[src/rtl/xnor_match_counter_if.sv]
// Bus between the XNOR compare stage and the match counter:
// sample/clear controls in, lock state, totals and window reports out.
interface xnor_match_counter_if #(
   parameter int CNT_W  = 16,
   parameter int WINDOW = 16
);
   localparam int WERR_W = $clog2(WINDOW + 1);

   logic              m;
   logic              m_valid;
   logic              clr;
   logic              locked;
   logic [CNT_W-1:0]  match_cnt;
   logic [CNT_W-1:0]  err_cnt;
   logic              win_done;
   logic [WERR_W-1:0] win_errs;

   modport master (
      output m, m_valid, clr,
      input  locked, match_cnt, err_cnt, win_done, win_errs
   );

   modport slave (
      input  m, m_valid, clr,
      output locked, match_cnt, err_cnt, win_done, win_errs
   );
endinterface

[src/rtl/xnor_match_counter.sv]
// Lock detector and error statistics for a bit-compare path: locks on a run
// of matches, then keeps saturating totals and per-window error reports.
module xnor_match_counter #(
   parameter int WINDOW    = 16,
   parameter int LOCK_RUN  = 8,
   parameter int LOSS_ERRS = 4,
   parameter int CNT_W     = 16
) (
   input  logic clk,
   input  logic rst,
   xnor_match_counter_if.slave bus
);
   localparam int RUN_W  = $clog2(LOCK_RUN + 1);
   localparam int IDX_W  = $clog2(WINDOW);
   localparam int WERR_W = $clog2(WINDOW + 1);

   typedef enum logic {ST_SEARCH = 1'b0, ST_LOCKED = 1'b1} state_t;

   state_t            state_reg, state_next;
   logic [RUN_W-1:0]  run_reg, run_next;
   logic [IDX_W-1:0]  idx_reg, idx_next;
   logic [WERR_W-1:0] werr_reg, werr_next;
   logic [WERR_W-1:0] werr_inc;
   logic [CNT_W-1:0]  match_cnt_reg, match_cnt_next;
   logic [CNT_W-1:0]  err_cnt_reg, err_cnt_next;
   logic              win_done_reg, win_done_next;
   logic [WERR_W-1:0] win_errs_reg, win_errs_next;

   always_ff @(posedge clk) begin
      if (rst) begin
         state_reg     <= ST_SEARCH;
         run_reg       <= '0;
         idx_reg       <= '0;
         werr_reg      <= '0;
         match_cnt_reg <= '0;
         err_cnt_reg   <= '0;
         win_done_reg  <= 1'b0;
         win_errs_reg  <= '0;
      end else begin
         state_reg     <= state_next;
         run_reg       <= run_next;
         idx_reg       <= idx_next;
         werr_reg      <= werr_next;
         match_cnt_reg <= match_cnt_next;
         err_cnt_reg   <= err_cnt_next;
         win_done_reg  <= win_done_next;
         win_errs_reg  <= win_errs_next;
      end
   end

   always_comb begin
      state_next     = state_reg;
      run_next       = run_reg;
      idx_next       = idx_reg;
      werr_next      = werr_reg;
      match_cnt_next = match_cnt_reg;
      err_cnt_next   = err_cnt_reg;
      win_done_next  = 1'b0;
      win_errs_next  = win_errs_reg;
      werr_inc       = werr_reg + WERR_W'(!bus.m);

      // Clear only touches the reported values; lock tracking carries on.
      if (bus.clr) begin
         match_cnt_next = '0;
         err_cnt_next   = '0;
         win_errs_next  = '0;
      end

      if (bus.m_valid) begin
         case (state_reg)
            ST_SEARCH: begin
               if (!bus.m) begin
                  run_next = '0;
               end else if (run_reg == RUN_W'(LOCK_RUN - 1)) begin
                  state_next = ST_LOCKED;
                  run_next   = '0;
                  idx_next   = '0;
                  werr_next  = '0;
               end else begin
                  run_next = run_reg + RUN_W'(1);
               end
            end
            ST_LOCKED: begin
               if (!bus.clr) begin
                  if (bus.m) begin
                     if (match_cnt_reg != {CNT_W{1'b1}})
                        match_cnt_next = match_cnt_reg + CNT_W'(1);
                  end else begin
                     if (err_cnt_reg != {CNT_W{1'b1}})
                        err_cnt_next = err_cnt_reg + CNT_W'(1);
                  end
               end
               // Loss takes priority over a window completing on the same sample.
               if (werr_inc == WERR_W'(LOSS_ERRS)) begin
                  state_next = ST_SEARCH;
                  run_next   = '0;
                  idx_next   = '0;
                  werr_next  = '0;
               end else if (idx_reg == IDX_W'(WINDOW - 1)) begin
                  win_done_next = 1'b1;
                  win_errs_next = bus.clr ? '0 : werr_inc;
                  idx_next      = '0;
                  werr_next     = '0;
               end else begin
                  idx_next  = idx_reg + IDX_W'(1);
                  werr_next = werr_inc;
               end
            end
            default: state_next = ST_SEARCH;
         endcase
      end
   end

   assign bus.locked    = (state_reg == ST_LOCKED);
   assign bus.match_cnt = match_cnt_reg;
   assign bus.err_cnt   = err_cnt_reg;
   assign bus.win_done  = win_done_reg;
   assign bus.win_errs  = win_errs_reg;
endmodule

[src/flat_wrapper.sv]
// flat-port wrapper written by rule: the top's interface ports become plain ports
module xnor_match_counter_flat 
#(
   parameter int WINDOW    = 16,
   parameter int LOCK_RUN  = 8,
   parameter int LOSS_ERRS = 4,
   parameter int CNT_W     = 16
)
  (clk, rst, bus_m, bus_m_valid, bus_clr, bus_locked, bus_match_cnt, bus_err_cnt, bus_win_done, bus_win_errs);
  xnor_match_counter_if #(.CNT_W(CNT_W), .WINDOW(WINDOW)) bus_i ();
  input  logic clk;
  input  logic rst;
  input wire logic [$bits(bus_i.m)-1:0] bus_m;
  input wire logic [$bits(bus_i.m_valid)-1:0] bus_m_valid;
  input wire logic [$bits(bus_i.clr)-1:0] bus_clr;
  output wire logic [$bits(bus_i.locked)-1:0] bus_locked;
  output wire logic [$bits(bus_i.match_cnt)-1:0] bus_match_cnt;
  output wire logic [$bits(bus_i.err_cnt)-1:0] bus_err_cnt;
  output wire logic [$bits(bus_i.win_done)-1:0] bus_win_done;
  output wire logic [$bits(bus_i.win_errs)-1:0] bus_win_errs;
  assign bus_i.m = bus_m;
  assign bus_i.m_valid = bus_m_valid;
  assign bus_i.clr = bus_clr;
  assign bus_locked = bus_i.locked;
  assign bus_match_cnt = bus_i.match_cnt;
  assign bus_err_cnt = bus_i.err_cnt;
  assign bus_win_done = bus_i.win_done;
  assign bus_win_errs = bus_i.win_errs;
  xnor_match_counter #(.WINDOW(WINDOW), .LOCK_RUN(LOCK_RUN), .LOSS_ERRS(LOSS_ERRS), .CNT_W(CNT_W)) u_core (.clk(clk), .rst(rst), .bus(bus_i));
endmodule
[config.mk]
export PLATFORM = sky130hd
export DESIGN_NAME = xnor_match_counter_flat
export DESIGN_NICKNAME = d
export VERILOG_FILES = /design/src/rtl/xnor_match_counter_if.sv /design/src/rtl/xnor_match_counter.sv /design/src/flat_wrapper.sv
export SDC_FILE = /design/constraint.sdc
export NUM_CORES = 1
export LEC_CHECK = 0
export ABC_AREA = 1
export CORE_AREA = 4 4 86 88
export CTS_BUF_LIST = sky130_fd_sc_hd__clkbuf_8
export CTS_CLUSTER_SIZE = 14
export DETAILED_ROUTE_END_ITERATION = 8
export DIE_AREA = 0 0 90 92
export PLACE_DENSITY = 0.77
export SETUP_SLACK_MARGIN = 0.5
export SLEW_MARGIN = 5
export SYNTH_ARGS = -nofsm -noshare
export SYNTH_HDL_FRONTEND = slang
export SYNTH_SLANG_ARGS = --single-unit
[constraint.sdc]
create_clock -name clk -period 2.11 [get_ports clk]
set_input_delay 0.422 -clock clk [delete_from_list [all_inputs] [get_ports clk]]
set_output_delay 0.422 -clock clk [all_outputs]
set_load 0.005 [all_outputs]
Word-level counts from Yosys, hierarchy flattened --
Index checks and enable logic that the tools add are counted.
Cells by class: add/subtract/negate cells 5, equal/unequal tests 8, muxes and demuxes 37, bitwise gates (word level) 2, reductions and logical operators 4
Operator list (count):
- $mux W16 | 12
- $mux W5 | 10
- $add A16 B1 Y16 const B | 2
- $ne A16 B16 Y1 const B | 2
- $mux W4 | 7
- $pmux W4 S2 | 2
- $pmux W5 S2 | 1
- $add A4 B1 Y4 const B | 2
- $add A5 B1 Y5 | 1
- $eq A5 B3 Y1 const B | 1
- $eq A4 B3 Y1 const B | 1
- $eq A4 B4 Y1 const B | 1
- $mux W1 | 4
- $ne A2 B2 Y1 const B | 2
- $reduce_or A4 Y1 | 1
- $reduce_and A3 Y1 | 1
- $ne A2 B1 Y1 const B | 1
- $not A1 Y1 | 2
- $pmux W1 S2 | 1
- $reduce_and A2 Y1 | 1
- $logic_not A1 Y1 | 1
Word-level totals: register bits after elaboration 52, input port bits 5, word-level logic and storage cells 64

Logic depth before layout (Yosys ltp) --
Gate-level depths: netlist of the first run.
depth after elaboration 7, mapped depth 15, depth with buffers taken out 14

Least setup slack after synthesis of the first run --
OpenSTA, ideal clock, no wires.
path type input-to-reg, start input bus_m, end register u_core.run_reg[2], arrival 2041 ps, data required time 1980 ps, slack -61 ps, stages 13, path buffers 1, path through buf_2 inv_2 ha_1 ha_1 or2_1 nor2_4 nand3_4 nand2_4 nand2_4 nand2_1 o21ai_1 inv_1 nor2_1
Between the ends: longest elaborated chain between the ends 5, elaborated cells between the ends (all ways) 7, those cells by class add/sub: 1; eq/ne: 2; mux: 2; reduce/logical: 2
Ends and longest elaborated chain:
- start, declared | RTL line flat_wrapper.sv:13 | input wire logic [$bits(bus_i.m)-1:0] bus_m;
- $logic_not A1 Y1 | RTL line xnor_match_counter.sv:60 | werr_inc = werr_reg + WERR_W'(!bus.m);
- $add A5 B1 Y5 | RTL line xnor_match_counter.sv:60
- $eq A5 B3 Y1 | RTL line xnor_match_counter.sv:94 | if (werr_inc == WERR_W'(LOSS_ERRS)) begin
- $ne A2 B2 Y1 (no source line)
- $reduce_and A2 Y1 (no source line)
- end signal, assigned | RTL line xnor_match_counter.sv:41 | run_reg <= run_next;
- end, declared | RTL line xnor_match_counter.sv:20 | logic [RUN_W-1:0] run_reg, run_next;
Parallel ways exist; a longest one is shown, timed or not. A chain may end at the register's enable or synchronous reset.

Worst setup path in the final report of the first run --
start register u_core.werr_reg[0], end register u_core.run_reg[2]
Between the ends: longest elaborated chain between the ends 4
Ends and longest elaborated chain:
- start, declared | RTL line xnor_match_counter.sv:22 | logic [WERR_W-1:0] werr_reg, werr_next;
- start signal, assigned | RTL line xnor_match_counter.sv:43 | werr_reg <= werr_next;
- $add A5 B1 Y5 | RTL line xnor_match_counter.sv:60
- $eq A5 B3 Y1 | RTL line xnor_match_counter.sv:94
- $ne A2 B2 Y1 (no source line)
- $reduce_and A2 Y1 (no source line)
Every way passes these cells.

==> impl_results.md, run 1 <==
- Critical Path Slowest Stage Cell: dfxtp_2
- H-tree Lvls: 2
- Worst Path Max Fanout: 5
- Commonest non-fill, non-tap cells in the layout: nand2_1, nor2_1, buf_4, inv_1, nand3_1
- Port Buffers: 43
- Synthesis Warnings: 0
- Skew final: 0.00264 ns
- Worst EP arrival: 1.88 ns
- Max Cap Viol: 0
- Crit path time final: 1.67 ns
- Clk pwr share: 34.6%
- VDD IR max: 0.291 mV
- Worst path top cell family by delay: simple AND/OR/NAND/NOR gates
- TritonCTS clock tree: done
- Clock sink count: 52
- Core area: 6640 µm²
- Largest net degree at the start of global routing: 21
- Post-route antenna net violation count: 0
- Diodes inserted: 0
- PwrDens: 352 nW/µm²
- GRT Overall Usage: 22.8%
- GP Congestion: 0.884
- Measured slew at the worst slew-check pin: 0.340 ns
- Global route hottest layer: met2
- Distinct cells, synth: 35
- DRC viols: 0
- Wire per inst: 13.5 µm
- Routed wire length: 9.81 mm
- Total number of vias: 3867
- Tightest Hold Check Type: flop to flop
- Fmax: 598 MHz
- Critical path cell sequence: ha_4 -> ha_4 -> or2_4 -> nor2_4 -> nand3_4 -> nand2_4 -> nand2_4 -> nand2_1 -> o21ai_1 -> inv_1 -> nor2_1
- Element type at the critical path end: flop
- Die W: 90 µm
- HPWL after DPL: 6.51 mm
- Max clock buf depth: 2
- Syn_nets: 552
- Internal Pwr Total: 1.25 mW
- CP Buf/Inv Count: 1
- Root buffer cell: clkbuf_8
- First-pass GRT wire length: 15.9 mm
- Clock Latency Late Sink: 0.31 ns
- Hold_buf cts: 0
- Final setup margin: 0.439 ns
- Vias in the first global route: 3630
- Final period util: 79.2%
- GR met2 Demand/Resource: 42.1%
- Number of fill cells: 555
- RSZ-0062 raised after global routing: yes
- Status: complete, no violations
- Sw Share: 25.7%
- Die Area: 8280 µm²
- Register share of total power: 57.8%
- Row count: 30
- R2r startpoint: u_core.werr_reg[0]$_SDFFE_PP0P_
- Worst stage delay on the critical path: 0.34 ns
- Main area contributors after synthesis: dfxtp_1, nand2_1, nor2_1
- P_leak: 2.32 nW
- Hold Path Depth: 2
- Req. time, crit path: 2.32 ns
- Dominant cell type by area after synthesis: dfxtp_1
- Synthesized instance count: 541
- Fin. max-slew vios: 0
- Vias per std cell: 5.30
- Register area: 1130 µm²
- Psw: 0.432 mW
- Initial Utilization: 50.9%
- Critical R2R Capture: u_core.run_reg[2]$_SDFFE_PP0P_
- Combinational fraction of design power: 7.6%
- First DRT Iteration DRCs: 213
- HP Start: u_core.werr_reg[0]$_SDFFE_PP0P_
- Area Growth Syn to Fin: 41.1%
- Hold slack: 0.487 ns
- Initial antenna violation count: 0
- Hold Vio Cnt, Final: 0
- # setup viols final: 0
- Die height: 92 µm
- Startpoint Class: flop
- Final Util: 71.8%
- Clk slew on worst S/H paths: 0.10 ns
- Syn avg cell area: 6.25 µm²
- Met3 usage: 3.53%
- Commonest non-fill, non-tap cell in the layout: nand2_1
- Nets: 659
- CTS Buf Count: 5
- Layout cells sized above 1: 27.7%
- Post-synth top area share: 30.8%
- Flop-to-flop setup slack: 0.44 ns
- GR Util met1: 26.4%
- Slew Limit Headroom: 77.3%
- Seq cells post-synth: 52
- Detailed Routing Iterations Pass 1: 5
- Boundary Pins: 44
- Critical path class: flop to flop
- Pre-CTS WS: -0.291 ns
- Gr ovfl total: 0
- Worst hold path endpoint: u_core.werr_reg[0]$_SDFFE_PP0P_
- Register area share after synthesis: 30.8%
- Reg2reg path depth: 11
- Area of the multi-input gates: 2190 µm²
- Mapped Area: 3380 µm²
kinds of logic (layout without fill, tap and decap cells):
family	count (synthesis)	after routing	share of synthesized area [%]
compound gates	60	60	9.55
xor+xnor	11	11	2.85
flops	52	52	30.8
buf+inv	76	183	8.92
fa+ha+maj	6	6	2.22
simple gates	336	337	45.7
synth_stat cells (all sizes together):
cell,number
nand2,172
a31oi,2
a21oi,39
o21ai,15
nand3,47
clkinv,2
buf,6
o21a,2
nand4,18
xor2,7
or2,2
clkbuf,7
ha,6
dfxtp,52
o22ai,1
nor3,10
nor2,87
a21boi,1
inv,61
xnor2,4
layout make-up:
type | instances | area share [%]
multi-input combinational | 414 | 45.9
clock inverter | 3 | 0.341
inverter | 63 | 5.30
clock buffer | 5 | 1.44
sequential | 52 | 23.8
timing repair buffer | 112 | 21.2
tap | 80 | 2.10
power groups by stage:
stage	clock network, mW	registers [mW]	logic [mW]
2_1_floorplan	0	1.01	0.0735
3_3_place_gp	0	1.01	0.124
3_5_place_dp	0	1.01	0.126
4_1_cts	0.594	0.975	0.126
5_1_grt	0.628	0.972	0.139
6_report	0.580	0.971	0.127
per-stage QoR:
step           total power [mW]  std cells  instance area, µm²  setup TNS [ns]
6_report                   1.68        729                4770               0
5_1_grt                    1.74        729                4770               0
4_1_cts                    1.70        719                4520               0
3_5_place_dp               1.14        676                4080           -3.55
3_3_place_gp               1.14        676                4080           -2.98
2_1_floorplan              1.09        541                3430               0
worst min-delay path, stage by stage (launching register included):
cell and delay [ns]:
dfxtp_2 0.34, nand2_1 0.06, a21oi_1 0.05
worst max path at each step:
stage / cells past startpoint / start / slack, ns / end
after floorplan: 13 / bus_m / 0.27 / u_core.run_reg[2]$_SDFFE_PP0P_
after detailed placement: 13 / bus_m / -0.29 / u_core.run_reg[2]$_SDFFE_PP0P_
after global placement: 13 / bus_m / -0.25 / u_core.run_reg[2]$_SDFFE_PP0P_
after global routing: 11 / u_core.werr_reg[0]$_SDFFE_PP0P_ / 0.38 / u_core.run_reg[2]$_SDFFE_PP0P_
final: 11 / u_core.werr_reg[0]$_SDFFE_PP0P_ / 0.44 / u_core.run_reg[2]$_SDFFE_PP0P_
after CTS: 11 / u_core.werr_reg[0]$_SDFFE_PP0P_ / 0.43 / u_core.run_reg[2]$_SDFFE_PP0P_
what timing repair did:
item | CTS | global route
pin swaps | 7 | 10
gates resized for setup | 58 | 54
endpoints found under the setup margin | 78 | 64
setup buffers | 34 | 10
cloned | 1 | 0
per-layer routing:
metal / up-vias / part of all wire (%)
met1: 1783 / 43
met5: - / 0
met3: 25 / 4.7
met2: 118 / 50
met4: 0 / 2.1
li1: 1941 / -
(Power assumes the default switching activity.)
==> run 2: changes to the inputs <==
==> constraint.sdc (replaced) <==
create_clock -name clk -period 1.45 [get_ports clk]
set_input_delay 0.29 -clock clk [delete_from_list [all_inputs] [get_ports clk]]
set_output_delay 0.29 -clock clk [all_outputs]
set_load 0.005 [all_outputs]
==> impl_results.md, run 2 (synthesis results as in run 1) <==
- Status: complete, but fails checks (was complete, no violations)
- Failing checks: setup timing
- H-tree Lvls: 2 (unchanged)
- Initial Utilization: 50.9% (unchanged)
- Tightest Hold Check Type: input pin to flop (was flop to flop)
- Hold slack: 0.481 ns (was 0.487 ns)
- Global route hottest layer: met2 (unchanged)
- Commonest non-fill, non-tap cells in the layout: nand2_1, buf_4, buf_6, inv_1, nor2_1 (was nand2_1, nor2_1, buf_4, inv_1, nand3_1)
- GR Util met1: 32.5% (was 26.4%)
- Routed wire length: 16.4 mm (was 9.81 mm)
- Clock Latency Late Sink: 0.34 ns (was 0.31 ns)
- Die Area: 8280 µm² (unchanged)
- Largest net degree at the start of global routing: 24 (was 21)
- First DRT Iteration DRCs: 544 (was 213)
- Critical path cell sequence: ha_4 -> ha_4 -> or2_4 -> nor2_4 -> nand3_4 -> nand2_4 -> nand2_4 -> nand2_2 -> o21ai_2 -> inv_1 -> nor2_1 (was ha_4 -> ha_4 -> or2_4 -> nor2_4 -> nand3_4 -> nand2_4 -> nand2_4 -> nand2_1 -> o21ai_1 -> inv_1 -> nor2_1)
- Startpoint Class: flop (unchanged)
- Max clock buf depth: 2 (unchanged)
- GRT Overall Usage: 31.1% (was 22.8%)
- Area Growth Syn to Fin: 71.8% (was 41.1%)
- Die height: 92 µm (unchanged)
- Total number of vias: 4988 (was 3867)
- Critical path class: flop to flop (unchanged)
- TritonCTS clock tree: done (unchanged)
- Initial antenna violation count: 0 (unchanged)
- CTS Buf Count: 5 (unchanged)
- Critical Path Slowest Stage Cell: dfxtp_2 (unchanged)
- Slew Limit Headroom: 76.5% (was 77.3%)
- RSZ-0062 raised after global routing: yes (unchanged)
- Skew final: 0.0208 ns (was 0.00264 ns)
- Worst Path Max Fanout: 5 (unchanged)
- Max Cap Viol: 0 (unchanged)
- Fmax: 581 MHz (was 598 MHz)
- Element type at the critical path end: flop (unchanged)
- Clk slew on worst S/H paths: 0.09 ns (was 0.10 ns)
- First-pass GRT wire length: 21.1 mm (was 15.9 mm)
- Diodes inserted: 0 (unchanged)
- Number of fill cells: 296 (was 555)
- Detailed Routing Iterations Pass 1: 6 (was 5)
- Root buffer cell: clkbuf_8 (unchanged)
- Fin. max-slew vios: 0 (unchanged)
- Core area: 6640 µm² (unchanged)
- P_leak: 2.62 nW (was 2.32 nW)
- Wire per inst: 20.9 µm (was 13.5 µm)
- # setup viols final: 53 (was 0)
- Crit path time final: 1.72 ns (was 1.67 ns)
- Final setup margin: -0.272 ns (was 0.439 ns)
- Hold Vio Cnt, Final: 0 (unchanged)
- Placed inst area: 4630 µm² (was 4080 µm²)
- Post-route antenna net violation count: 0 (unchanged)
- Boundary Pins: 44 (unchanged)
- Row count: 30 (unchanged)
- Met3 usage: 6.48% (was 3.53%)
- GP Congestion: 0.932 (was 0.884)
- Gr ovfl total: 0 (unchanged)
- HPWL after DPL: 7.55 mm (was 6.51 mm)
- Layout cells sized above 1: 50.2% (was 27.7%)
- Worst EP arrival: 1.94 ns (was 1.88 ns)
- VDD IR max: 0.500 mV (was 0.291 mV)
- Clock sink count: 52 (unchanged)
- Die W: 90 µm (unchanged)
- Commonest non-fill, non-tap cell in the layout: nand2_1 (unchanged)
- Req. time, crit path: 1.67 ns (was 2.32 ns)
- Vias per std cell: 6.34 (was 5.30)
- Hold_buf cts: 0 (unchanged)
- GR met2 Demand/Resource: 56.1% (was 42.1%)
- Measured slew at the worst slew-check pin: 0.350 ns (was 0.340 ns)
- PwrDens: 473 nW/µm² (was 352 nW/µm²)
- DRC viols: 0 (unchanged)
- Vias in the first global route: 4554 (was 3630)
- Final Instance Area: 5810 µm² (was 4770 µm²)
- Final period util: 119% (was 79.2%)
- Port Buffers: 43 (unchanged)
- Worst stage delay on the critical path: 0.35 ns (was 0.34 ns)
- Nets: 717 (was 659)
-- run 2: changes by cell type in the layout (fill, tap and decap cells not counted), sizes merged --
| cell | previous run | this run |
|---|---|---|
| clkdlybuf4s50 | 23 | 3 |
| dlygate4sd2 | 2 | 1 |
| buf | 70 | 165 |
| clkinvlp | 1 | 0 |
| bufinv | 0 | 1 |
| dlymetal6s2s | 17 | 1 |
-- run 2: per-layer routing --
metal	share of wire [%]	vias to the layer above
met2	47	462
met3	10	202
met1	33	2257
met4	10	0
met5	0	-
li1	-	2067
-- run 2: layout make-up --
class | count | area, µm² | share of cell area [%]
inverter | 63 | 254 | 4.37
multi-input combinational | 414 | 2630 | 45.3
clock buffer | 5 | 68.8 | 1.19
tap | 80 | 100 | 1.72
timing repair buffer | 170 | 1590 | 27.4
sequential | 52 | 1120 | 19.3
clock inverter | 3 | 38.8 | 0.668
-- run 2: repair_timing --
action	CTS	global route
setup endpoints to repair	91	91
endpoints found under the hold margin	0	0
buffers inserted	30	14
pin swaps	36	52
cloned	1	0
gates resized for setup	314	86
-- run 2: final timing paths --
kind | slack [ns] | cells after the start | to | start
setup reg to reg | -0.27 | 11 | u_core.run_reg[2]$_SDFFE_PP0P_ | u_core.werr_reg[0]$_SDFFE_PP0P_
setup / recovery | -0.27 | 11 | u_core.run_reg[2]$_SDFFE_PP0P_ | u_core.werr_reg[0]$_SDFFE_PP0P_
hold reg to reg | 0.51 | 2 | u_core.werr_reg[4]$_SDFFE_PP0P_ | u_core.werr_reg[4]$_SDFFE_PP0P_
hold / removal | 0.48 | 4 | u_core.bus.locked$_SDFFE_PP0P_ | bus_m_valid
-- run 2: critical path, delay by kind of cell (launching register included) --
kind / cells / cell delay, ns
simple gates: 7 / 0.79
fa+ha+maj: 2 / 0.38
flops: 1 / 0.35
compound gates: 1 / 0.05
buf+inv: 1 / 0.05
-- run 2: power breakdown --
| part | switching (mW) | internal, mW | leakage (nW) |
|---|---|---|---|
| Clock | 0.558 | 0.507 | 0.0593 |
| Sequential | 0.0115 | 1.42 | 0.445 |
| Combinational | 0.151 | 0.104 | 2.12 |
| Total | 0.721 | 2.03 | 2.62 |
-- run 2: per-stage QoR --
step	utilization [%]	std cells	total power, mW	TNS, ns	setup WS (ns)
after global placement	69.7	734	1.67	-21.45	-0.803
after CTS	80.9	773	2.67	-2.74	-0.221
after floorplan	-	541	1.58	-3.02	-0.262
after global routing	87.4	787	2.82	-11.97	-0.367
final	87.4	787	2.75	-8.41	-0.272
after detailed placement	69.7	734	1.67	-22.63	-0.825
==> run 3: changes to the inputs <==
--- a/config.mk
+++ b/config.mk
@@ -6,12 +6,12 @@
 export NUM_CORES = 1
 export LEC_CHECK = 0
 export ABC_AREA = 1
-export CORE_AREA = 4 4 86 88
+export CORE_AREA = 4 4 85 87
 export CTS_BUF_LIST = sky130_fd_sc_hd__clkbuf_8
 export CTS_CLUSTER_SIZE = 14
 export DETAILED_ROUTE_END_ITERATION = 8
-export DIE_AREA = 0 0 90 92
-export PLACE_DENSITY = 0.77
+export DIE_AREA = 0 0 89 91
+export PLACE_DENSITY = 0.76
 export SETUP_SLACK_MARGIN = 0.5
 export SLEW_MARGIN = 5
 export SYNTH_ARGS = -nofsm -noshare
==> constraint.sdc (replaced) <==
create_clock -name clk -period 2.12 [get_ports clk]
set_input_delay 0.424 -clock clk [delete_from_list [all_inputs] [get_ports clk]]
set_output_delay 0.424 -clock clk [all_outputs]
set_load 0.005 [all_outputs]
==> impl_results.md, run 3 (synthesis results as in run 1) <==
- Met3 usage: 3.17% (was 6.48%)
- H-tree Lvls: 2 (unchanged)
- Layout cells sized above 1: 26.5% (was 50.2%)
- Critical path cell sequence: clkdlybuf4s50_1 (was ha_4 -> ha_4 -> or2_4 -> nor2_4 -> nand3_4 -> nand2_4 -> nand2_4 -> nand2_2 -> o21ai_2 -> inv_1 -> nor2_1)
- Tightest Hold Check Type: flop to flop (was input pin to flop)
- Final period util: 80.1%
- Max Cap Viol: 0 (unchanged)
- TritonCTS clock tree: done (unchanged)
- P_leak: 2.26 nW (was 2.62 nW)
- Final Instance Area: 4670 µm² (was 5810 µm²)
- Post-route antenna net violation count: 0 (unchanged)
- Wire per inst: 13.7 µm (was 20.9 µm)
- RSZ-0062 raised after global routing: yes (unchanged)
- Fmax: 589 MHz
- Worst stage delay on the critical path: 0.54 ns (was 0.35 ns)
- Clock sink count: 52 (unchanged)
- Fin. max-slew vios: 0 (unchanged)
- Internal Pwr Total: 1.28 mW (was 2.03 mW)
- Die Area: 8100 µm² (was 8280 µm²)
- Element type at the critical path end: primary output (was flop)
- Worst EP arrival: 1.27 ns (was 1.94 ns)
- Hold Vio Cnt, Final: 0 (unchanged)
- Req. time, crit path: 1.70 ns (was 1.67 ns)
- Initial antenna violation count: 0 (unchanged)
- Commonest non-fill, non-tap cells in the layout: nand2_1, nor2_1, inv_1, buf_4, nand3_1 (was nand2_1, buf_4, buf_6, inv_1, nor2_1)
- Clk pwr share: 35.8% (was 38.7%)
- First DRT Iteration DRCs: 263 (was 544)
- Port Buffers: 43 (unchanged)
- Clk slew on worst S/H paths: 0.10 ns (was 0.09 ns)
- Max clock buf depth: 2 (unchanged)
- PwrDens: 366 nW/µm² (was 473 nW/µm²)
- Critical Path Slowest Stage Cell: clkdlybuf4s50_1 (was dfxtp_2)
- Routed wire length: 9.76 mm (was 16.4 mm)
- Vias in the first global route: 3640 (was 4554)
- Register share of total power: 56.6% (was 52.0%)
- VDD IR max: 0.276 mV (was 0.500 mV)
- Die height: 91 µm (was 92 µm)
- Psw: 0.432 mW (was 0.721 mW)
- Diodes inserted: 0 (unchanged)
- GP Congestion: 0.870 (was 0.932)
- Placed inst area: 4060 µm² (was 4630 µm²)
- Total number of vias: 3855 (was 4988)
- Critical path class: flop to primary output (was flop to flop)
- HP Start: u_core.werr_reg[4]$_SDFFE_PP0P_ (was bus_m_valid)
- Vias per std cell: 5.41 (was 6.34)
- Worst Path Max Fanout: 4 (was 5)
- R2r startpoint: u_core.werr_reg[0]$_SDFFE_PP0P_ (unchanged)
- Boundary Pins: 44 (unchanged)
- Area Growth Syn to Fin: 38.2% (was 71.8%)
- CTS Buf Count: 5 (unchanged)
- Sw Share: 25.3% (was 26.2%)
- Crit path time final: 1.70 ns
- Final TNS setup: 0 ns (was -8.41 ns)
- GRT Overall Usage: 24.4% (was 31.1%)
- Global route hottest layer: met2 (unchanged)
- Worst path top cell family by delay: buffers and inverters (was simple AND/OR/NAND/NOR gates)
- Startpoint Class: flop (unchanged)
- # setup viols final: 0 (was 53)
- HPWL after DPL: 6.58 mm (was 7.55 mm)
- CP Buf/Inv Count: 1 (unchanged)
- Root buffer cell: clkbuf_8 (unchanged)
- Core area: 6350 µm² (was 6640 µm²)
- Initial Utilization: 53.2% (was 50.9%)
- Status: complete, no violations (was complete, but fails checks)
- Slew Limit Headroom: 79.0% (was 76.5%)
- Commonest non-fill, non-tap cell in the layout: nand2_1 (unchanged)
- Clock Latency Late Sink: 0.32 ns (was 0.34 ns)
- Critical path launch point: u_core.bus.locked$_SDFFE_PP0P_ (was u_core.werr_reg[0]$_SDFFE_PP0P_)
- GR met2 Demand/Resource: 42.5% (was 56.1%)
- Largest net degree at the start of global routing: 21 (was 24)
- Skew final: 0.0126 ns (was 0.0208 ns)
- First-pass GRT wire length: 16.2 mm (was 21.1 mm)
- Gr ovfl total: 0 (unchanged)
- GR Util met1: 31.1% (was 32.5%)
- Measured slew at the worst slew-check pin: 0.314 ns (was 0.350 ns)
- Overall power: 1.71 mW (was 2.75 mW)
- Detailed Routing Iterations Pass 1: 5 (was 6)
- DRC viols: 0 (unchanged)
- Row count: 29 (was 30)
- Die W: 89 µm (was 90 µm)
- Nets: 645 (was 717)
- Combinational fraction of design power: 7.6% (was 9.3%)
-- run 3: final timing paths --
path                                                         to  slack [ns]  cells past startpoint
worst min register to register  u_core.werr_reg[4]$_SDFFE_PP0P_        0.49                      2
worst max register to register   u_core.run_reg[2]$_SDFFE_PP0P_        0.43                     11
worst min-delay path            u_core.werr_reg[4]$_SDFFE_PP0P_        0.49                      2
worst max-delay path                                 bus_locked        0.42                      1
-- run 3: final cells by class --
type / count / area, µm²
fill: 515 / 1680
clock buffer: 6 / 82.6
clock inverter: 2 / 11.3
multi-input combinational: 414 / 2210
timing repair buffer: 98 / 888
tap: 77 / 96.3
inverter: 63 / 253
sequential: 52 / 1130
-- run 3: layer usage --
metal	share of wire, %	wire [µm]
met2	51	5010
met5	0	0
met3	4.9	478
met4	1.5	149
met1	42	4120
-- run 3: power groups by stage --
stage | logic, mW | registers (mW) | clock network [mW]
6_report | 0.131 | 0.967 | 0.612
5_1_grt | 0.141 | 0.968 | 0.667
4_1_cts | 0.127 | 0.972 | 0.623
3_5_place_dp | 0.127 | 1.01 | 0
3_3_place_gp | 0.125 | 1.01 | 0
2_1_floorplan | 0.0731 | 1.01 | 0
-- run 3: worst register-to-register path: stages, from the launching register on --
cell	delay, ns
dfxtp_2	0.35
ha_4	0.16
ha_4	0.21
or2_4	0.23
nor2_4	0.11
nand3_4	0.11
nand2_4	0.13
nand2_4	0.08
nand2_2	0.07
o21ai_2	0.05
inv_1	0.05
nor2_1	0.03
-- run 3: what timing repair did --
action,in CTS,in global routing
gates cloned,1,0
setup endpoints to repair,74,66
setup buffers,23,9
gates resized for setup,62,54
hold buffers,0,0
hold endpoints to repair,0,0
pin swaps,7,11
-- run 3: metrics by stage --
| step | setup slack (ns) | utilization, % | hold WS (ns) | cells |
|---|---|---|---|---|
| 2_1_floorplan | 0.273 | - | 0.452 | 541 |
| 3_3_place_gp | -0.247 | 64.0 | 0.470 | 671 |
| 3_5_place_dp | -0.288 | 64.0 | 0.476 | 671 |
| 4_1_cts | 0.445 | 69.8 | 0.491 | 703 |
| 5_1_grt | 0.338 | 73.5 | 0.510 | 712 |
| 6_report | 0.422 | 73.5 | 0.487 | 712 |
